**src/rtl/exc_pkg.sv**
```systemverilog
// Shared types and constants for the exception unit.
// Latency: n/a (declarations only).
// Backpressure: n/a.
package exc_pkg;
    localparam int PC_W    = 32;
    localparam int CAUSE_W = 5;

    localparam logic [CAUSE_W-1:0] CAUSE_ILLEGAL  = 5'd2;
    localparam logic [CAUSE_W-1:0] CAUSE_MISALIGN = 5'd4;
    localparam logic [CAUSE_W-1:0] CAUSE_ECALL    = 5'd11;
    localparam logic [CAUSE_W-1:0] CAUSE_OVERFLOW = 5'd12;

    typedef enum logic [2:0] {
        S_IDLE,
        S_FLUSH,
        S_REDIRECT,
        S_HANDLER,
        S_RETURN
    } exc_state_t;
endpackage

```
**src/rtl/exc_priority_sel.sv**
```systemverilog
// Picks the oldest (highest-index) requesting stage and muxes its pc/cause.
// Latency: combinational.
// Backpressure: none; the caller decides whether the grant is consumed.
module exc_priority_sel
    import exc_pkg::*;
#(
    parameter int NSRC = 4
) (
    input  logic [NSRC-1:0]         src_valid,
    input  logic [NSRC*PC_W-1:0]    src_pc,
    input  logic [NSRC*CAUSE_W-1:0] src_cause,
    output logic [NSRC-1:0]         grant,
    output logic [PC_W-1:0]         sel_pc,
    output logic [CAUSE_W-1:0]      sel_cause
);

    // Ascending scan: a later (older) stage overrides any younger one.
    always_comb begin
        grant     = '0;
        sel_pc    = '0;
        sel_cause = '0;
        for (int i = 0; i < NSRC; i++) begin
            if (src_valid[i]) begin
                grant     = '0;
                grant[i]  = 1'b1;
                sel_pc    = src_pc[PC_W*i +: PC_W];
                sel_cause = src_cause[CAUSE_W*i +: CAUSE_W];
            end
        end
    end

endmodule

```
**src/rtl/exception_unit.sv**
```systemverilog
// Trap sequencer: oldest request -> exception pulse, flush, vector redirect, handler, return.
// Latency: request to exception_sig 1 cycle; to trap-vector redirect FLUSH_CYCLES+1 cycles.
// Backpressure: none; requests outside IDLE are dropped (counted when EXC_COUNT_EN is defined).
module exception_unit
    import exc_pkg::*;
#(
    parameter int          NSRC         = 4,
    parameter int          FLUSH_CYCLES = 2,
    parameter logic [31:0] TRAP_VECTOR  = 32'h0000_0100
) (
    input  logic                    clk,
    input  logic                    rst,
    input  logic [NSRC-1:0]         src_valid,
    input  logic [NSRC*PC_W-1:0]    src_pc,
    input  logic [NSRC*CAUSE_W-1:0] src_cause,
    input  logic                    trap_return,
    input  logic [PC_W-1:0]         epc_in,
    output logic                    exception_sig,
    output logic [PC_W-1:0]         exception_pc,
    output logic [CAUSE_W-1:0]      exception_cause,
    output logic                    flush,
    output logic                    pc_redirect_valid,
    output logic [PC_W-1:0]         pc_redirect,
    output logic                    in_trap
`ifdef EXC_COUNT_EN
    ,
    output logic [31:0]             exc_taken_cnt,
    output logic [31:0]             exc_dropped_cnt
`endif
);

    localparam logic [3:0] FLUSH_CNT_INIT = 4'(FLUSH_CYCLES - 1);

    exc_state_t          state_q, state_d;
    logic [3:0]          cnt_q, cnt_d;
    logic [NSRC-1:0]     grant;
    logic [PC_W-1:0]     sel_pc;
    logic [CAUSE_W-1:0]  sel_cause;
    logic                any_req;

    logic                sig_d, flush_d, rv_d, trap_d;
    logic [PC_W-1:0]     redir_d, epc_d;
    logic [CAUSE_W-1:0]  cause_d;

    exc_priority_sel #(.NSRC(NSRC)) u_sel (
        .src_valid (src_valid),
        .src_pc    (src_pc),
        .src_cause (src_cause),
        .grant     (grant),
        .sel_pc    (sel_pc),
        .sel_cause (sel_cause)
    );

    assign any_req = |grant;

    always_comb begin
        state_d = state_q;
        cnt_d   = cnt_q;
        sig_d   = 1'b0;
        flush_d = 1'b0;
        rv_d    = 1'b0;
        trap_d  = 1'b0;
        redir_d = pc_redirect;
        epc_d   = exception_pc;
        cause_d = exception_cause;
        case (state_q)
            S_IDLE: begin
                if (any_req) begin
                    state_d = S_FLUSH;
                    sig_d   = 1'b1;
                    flush_d = 1'b1;
                    cnt_d   = FLUSH_CNT_INIT;
                    epc_d   = sel_pc;
                    cause_d = sel_cause;
                end
            end
            S_FLUSH: begin
                if (cnt_q == 4'd0) begin
                    state_d = S_REDIRECT;
                    rv_d    = 1'b1;
                    redir_d = TRAP_VECTOR;
                end else begin
                    cnt_d   = cnt_q - 4'd1;
                    flush_d = 1'b1;
                end
            end
            S_REDIRECT: begin
                state_d = S_HANDLER;
                trap_d  = 1'b1;
            end
            S_HANDLER: begin
                // Return beats any coincident request; nested traps are unsupported.
                if (trap_return) begin
                    state_d = S_RETURN;
                    rv_d    = 1'b1;
                    redir_d = epc_in;
                    flush_d = 1'b1;
                end else begin
                    trap_d  = 1'b1;
                end
            end
            S_RETURN: begin
                state_d = S_IDLE;
            end
            default: begin
                state_d = S_IDLE;
            end
        endcase
    end

    always_ff @(posedge clk) begin
        if (rst) begin
            state_q           <= S_IDLE;
            cnt_q             <= '0;
            exception_sig     <= 1'b0;
            exception_pc      <= '0;
            exception_cause   <= '0;
            flush             <= 1'b0;
            pc_redirect_valid <= 1'b0;
            pc_redirect       <= '0;
            in_trap           <= 1'b0;
        end else begin
            state_q           <= state_d;
            cnt_q             <= cnt_d;
            exception_sig     <= sig_d;
            exception_pc      <= epc_d;
            exception_cause   <= cause_d;
            flush             <= flush_d;
            pc_redirect_valid <= rv_d;
            pc_redirect       <= redir_d;
            in_trap           <= trap_d;
        end
    end

`ifdef EXC_COUNT_EN
    logic req_dropped;
    assign req_dropped = any_req && (state_q != S_IDLE);

    always_ff @(posedge clk) begin
        if (rst) begin
            exc_taken_cnt   <= '0;
            exc_dropped_cnt <= '0;
        end else begin
            if (sig_d)
                exc_taken_cnt <= exc_taken_cnt + 32'd1;
            if (req_dropped)
                exc_dropped_cnt <= exc_dropped_cnt + 32'd1;
        end
    end
`endif

endmodule

```
**config.mk**
```make
export PLATFORM = sky130hd
export DESIGN_NAME = exception_unit
export DESIGN_NICKNAME = d
export VERILOG_FILES = /design/src/rtl/exc_pkg.sv /design/src/rtl/exc_priority_sel.sv /design/src/rtl/exception_unit.sv
export SDC_FILE = /design/constraint.sdc
export NUM_CORES = 1
export LEC_CHECK = 0
export ABC_CLOCK_PERIOD_IN_PS = 4800
export BUFFER_PORTS_ARGS = -buffer_cell sky130_fd_sc_hd__buf_2
export CAP_MARGIN = 5
export CORE_AREA = 2 2 101 103
export CTS_BUF_LIST = sky130_fd_sc_hd__clkbuf_8
export DETAILED_ROUTE_END_ITERATION = 16
export DIE_AREA = 0 0 103 105
export PLACE_DENSITY = 0.85
export SYNTH_ARGS = -nofsm -noshare
export SYNTH_HDL_FRONTEND = slang
export SYNTH_SLANG_ARGS = --single-unit
```
**constraint.sdc**
```tcl
create_clock -name clk -period 4.8 [get_ports clk]
set_clock_uncertainty 0.1 [all_clocks]
set_input_delay 0.72 -clock clk [delete_from_list [all_inputs] [get_ports clk]]
set_output_delay 0.72 -clock clk [all_outputs]
set_load 0.01 [all_outputs]
```
### Word level (Yosys, flattened, before mapping)

Index checks and enable logic that the tools add are counted.

| word-level totals | value |
|---|---|
| register bits after elaboration | 80 |
| input bits | 187 |
| output and inout bits | 73 |
| logic and storage cells | 58 |

| operators by class | value |
|---|---|
| add/sub/neg operators | 1 |
| eq/ne operators | 7 |
| mux-type cells | 30 |
| bitwise operators | 1 |
| reduce and logical (&&, ||, !) cells | 10 |

Operators by type and width:

| kind | number |
|---|---|
| 32-bit two-way mux | 6 |
| 32-bit case mux with 2 select lines | 1 |
| 5-bit two-way mux | 4 |
| 3-bit two-way mux | 4 |
| 4-bit two-way mux | 3 |
| 3-bit case mux with 4 select lines | 1 |
| 3-bit AND reduction | 3 |
| 2-bit inequality test, second input constant | 4 |
| 4-bit case mux with 2 select lines | 1 |
| 3-bit by 2-bit equality test with 1-bit output, second input constant | 2 |
| 1-bit two-way mux | 6 |
| 4-bit logical NOT | 1 |
| 1-bit case mux with 2 select lines | 2 |
| 2-bit nonzero test | 2 |
| 4-bit OR reduction | 1 |
| 4-bit by 1-bit subtractor with 4-bit output, second input constant | 1 |
| 3-bit by 1-bit equality test with 1-bit output, second input constant | 1 |
| 3-bit logical NOT | 1 |
| 1-bit case mux with 3 select lines | 1 |
| 2-bit two-way mux | 1 |
| 2-bit AND reduction | 1 |
| 2-bit OR reduction | 1 |
| 1-bit inverter | 1 |

### Logic depth before layout (Yosys ltp)

| depth | value |
|---|---|
| depth in word-level cells | 7 |
| gate-level depth with buffers | 7 |

### Hierarchy

From an unflattened synthesis, not the netlist that was laid out.

| unflattened totals | value |
|---|---|
| cell total of the unflattened synthesis | 440 |
| area, all modules | 3990.1 µm² |

Modules (own cells, without submodules):

| module | instances | cells each | area an instance (µm²) | sequential area each (µm²) |
|---|---|---|---|---|
| exception_unit | 1 | 302 | 3131.8 | 1601.5 |
| exc_priority_sel | 1 | 138 | 858.3 | 0.0 |

### Least setup slack after synthesis

Ideal clock, no wire load.

| timing | value |
|---|---|
| path type | input to register |
| start | in src_valid[3] |
| end | reg exception_pc[10] |
| arrival time | 1.856 ns |
| setup slack | 2.727 ns |
| stages | 5 |
| buffers on the path | 2 |
| cell sequence | or4_4 -> nor4b_4 -> buf_6 -> buf_6 -> a22o_1 |

| between the ends | value |
|---|---|
| cells in the longest elaborated chain, start to end | 3 |

RTL lines:

| what | line | text |
|---|---|---|
| start: declaration | exception_unit.sv:13 | `input logic [NSRC-1:0] src_valid,` |
| 4-bit two-way mux | exc_priority_sel.sv:23 | `if (src_valid[i]) begin` |
| 4-bit OR reduction | exception_unit.sv:54 | `assign any_req = \|grant;` |
| 2-bit AND reduction (no source line) | - |  |
| end signal: assignment | exception_unit.sv:126 | `exception_pc <= epc_d;` |
| end: declaration | exception_unit.sv:19 | `output logic [PC_W-1:0] exception_pc,` |

Parallel ways exist; a longest one is shown, timed or not.
A chain may end at the register's enable or synchronous reset.

### Final worst setup path

| timing | value |
|---|---|
| start | in src_valid[2] |
| end | reg exception_pc[21] |

| between the ends | value |
|---|---|
| cells in the longest elaborated chain, start to end | 4 |

RTL lines:

| what | line |
|---|---|
| 3-bit two-way mux | exc_priority_sel.sv:23 |
| 4-bit two-way mux | exc_priority_sel.sv:23 |
| 4-bit OR reduction | exception_unit.sv:54 |
| 2-bit AND reduction (no source line) | - |

Parallel ways exist; a longest one is shown, timed or not.

==> impl_results.md <==
- Rel. slew slack: 18.3%
- Num CTS Buffers: 9
- Post-cts sizing count: 0
- Global-route wire length before repair: 17.4 mm
- Die area: 10800 um^2
- Worst-Margin Slew: 1.22 ns
- Critical-path top delay cell: a31oi_4
- Yosys top cell by area: dfxtp_1
- Mapped Area: 3660 um^2
- Cts hold-fix bufs: 0
- Final RePlAce weighted congestion: 0.880
- Crit path max fanout: 75
- Count of final setup violators: 0
- Peak supply drop: 0.000171 V
- Root Buffer: clkbuf_8
- Most common cell in the netlist: dfxtp_1
- Hold Crit Endpoint: pc_redirect[10]$_SDFFE_PP0P_
- # port buffers: 259
- Worst endpoint required time: 4.98 ns
- Clock buffer depth: 2
- Register area share after synthesis: 43.7%
- Final setup TNS: 0 ns
- DRT Wirelength: 11.5 mm
- Post-synth net total: 568
- FP Rows: 36
- Nets: 802
- CTS tree: built
- DRT antenna net count: 0
- Core ar.: 9640 um^2
- Post-CTS Setup Bufs: 0
- Reg2reg start: state_q[0]$_SDFFE_PP0P_
- Worst hold path depth: 1
- Vias in the first global route: 3632
- Clk_lat worst skew: 0.34 ns
- FF-to-FF path depth: 4
- Post-synth ARST share: 0%
- Residual DRC: 0
- Starting density of the core: 38.0%
- FF+latch count, synth: 80
- Vias/cell: 5.19
- Top cell type's share of synthesized area: 43.7%
- Avg Cell Area, Syn: 9.64 um^2
- EDFF count, synth: 0
- Drt first pass iters: 4
- Largest net degree at the start of global routing: 76
- Yosys warning total: 0
- Setup CP Type: primary input to register
- Top post-synthesis cells by area: dfxtp_1, a22o_1, a221oi_1
- Hold WC Path Type: register to register
- Critical path's top delay family: compound AO/OA/AOI/OAI gates
- WP buf/inv: 1
- Total clock sinks: 80
- Cell Pwr Density: 404 nW/um^2
- Area delta synth->final: 41.8%
- Congestion Overflow GR: 0
- Pins Over Slew Limit: 0
- Die Height: 105 um
- Pleak: 2.56 nW
- Finished Core Util: 53.9%
- CP peak stage delay: 0.88 ns
- Final min period: 2.77 ns
- DR iter-0 viols: 152
- Tot GR Track Use: 20.0%
- Initial antenna violation count: 0
- Die width: 103 um
- Critical path cell sequence: buf_2 -> or4_4 -> a31oi_4 -> a22o_1
- Syn Inst Count: 380
- Hold path start: pc_redirect[10]$_SDFFE_PP0P_
- FF-to-FF End: pc_redirect[2]$_SDFFE_PP0P_
- Max cap viols: 0
- Period Utilization, post-route: 57.7%
- Vias: 3894
- Most frequent cells after synthesis: dfxtp_1, a22o_1, nand2_1
- Share of layout cells above drive strength 1: 46.3%
- Synth Flop Type: dfxtp_1
- Clk slew on worst S/H paths: 0.08 ns
- Endpoint type of the worst setup path: register
- Worst Setup Start Kind: primary input
- Ant. Diodes: 0
- Io pins: 260
- CTS H-tree depth: 3
- RSZ-0062 raised after global routing: false
- Critical Path AT: 2.95 ns
- Reg-to-reg setup timing slack: 2.35 ns
- Synth unique cells: 34
- WL/cell: 15.3 um
- DPL Wire Length: 8.72 mm
- FMAX: 361 MHz
- Final hold vios: 0
- Outcome: complete, no violations
[worst max-delay path by stage]
stage | slack (ns) | startpoint | end | cells past startpoint
finish | 2.03 | src_valid[2] | exception_pc[21]$_SDFFE_PP0P_ | 4
global route | 1.84 | src_valid[2] | exception_cause[0]$_SDFFE_PP0P_ | 4
CTS | 2.06 | src_valid[2] | exception_pc[21]$_SDFFE_PP0P_ | 4
detailed placement | 1.69 | src_valid[2] | exception_pc[21]$_SDFFE_PP0P_ | 4
global placement | 1.81 | src_valid[2] | exception_pc[10]$_SDFFE_PP0P_ | 4
floorplan | 2.73 | src_valid[3] | exception_pc[10]$_SDFFE_PP0P_ | 5
[worst reg2reg max path: cells and delay by family, from the launching register on]
family / cells / cell delay (ns)
and+or+nand+nor: 3 / 1.45
AOI/OAI and AO/OA: 1 / 0.30
DFF: 1 / 0.54
[final cells by class]
class	count	area [um^2]
Clock buffer	9	124
Clock inverter	6	92.6
Fill cell	918	4450
Inverter	3	11.3
Multi-Input combinational cell	257	1870
Sequential cell	80	1600
Tap cell	133	166
Timing Repair Buffer	263	1330
[cells in the final DEF, fill, tap and decap left out, types with 2 or more instances in the layout]
cell type	n
a22o_1	68
or3_1	3
inv_1	3
o31ai_1	37
nand2_1	42
nor2_2	2
buf_2	259
and2_1	2
clkbuf_8	9
nor3_1	2
a221oi_1	38
clkinvlp_4	2
bufinv_16	2
inv_6	2
dfxtp_1	80
buf_4	3
nor2_1	3
a211oi_1	2
nor2b_1	38
a21oi_1	2
[report_power, final]
part | internal, mW | switching [mW]
clock | 0.294 | 0.240
sequential | 0.794 | 0.0875
combinational | 0.309 | 0.375
[per-stage QoR]
stage	worst slack, ns	cells	area [um^2]	hold slack [ns]	power, mW
after floorplan	2.73	380	3660	0.356	1.32
after global placement	1.81	735	4970	0.351	1.55
after detailed placement	1.69	735	4970	0.352	1.57
after CTS	2.06	750	5180	0.375	2.12
after global routing	1.84	751	5190	0.392	2.24
final	2.03	751	5190	0.377	2.10
[kinds of logic (layout without fill, tap and decap cells)]
group / Yosys count / after routing / share of synthesized area, %
AOI/OAI and AO/OA: 155 / 155 / 35.5
xor gates and xnor gates: 1 / 1 / 0.239
adders and majority gates: 1 / 1 / 0.341
buffers and inverters: 43 / 281 / 5.53
DFF: 80 / 80 / 43.7
and+or+nand+nor: 100 / 100 / 14.7
[metal layers]
metal / GRT usage, % / vias up / wire length (um)
met4: 5.45 / 0 / 115
met5: 0 / - / 0
met3: 5.35 / 11 / 927
met2: 35.4 / 173 / 5660
li1: - / 1936 / -
met1: 23.5 / 1774 / 4820
[sequential cells by signal, indices dropped and copies added, names as in the netlist]
name,flops
state_q,3
cnt_q,4
exception_sig,1
pc_redirect_valid,1
flush,1
pc_redirect,32
exception_cause,5
exception_pc,32
in_trap,1
Note: power is estimated with default switching activity, not from simulation.
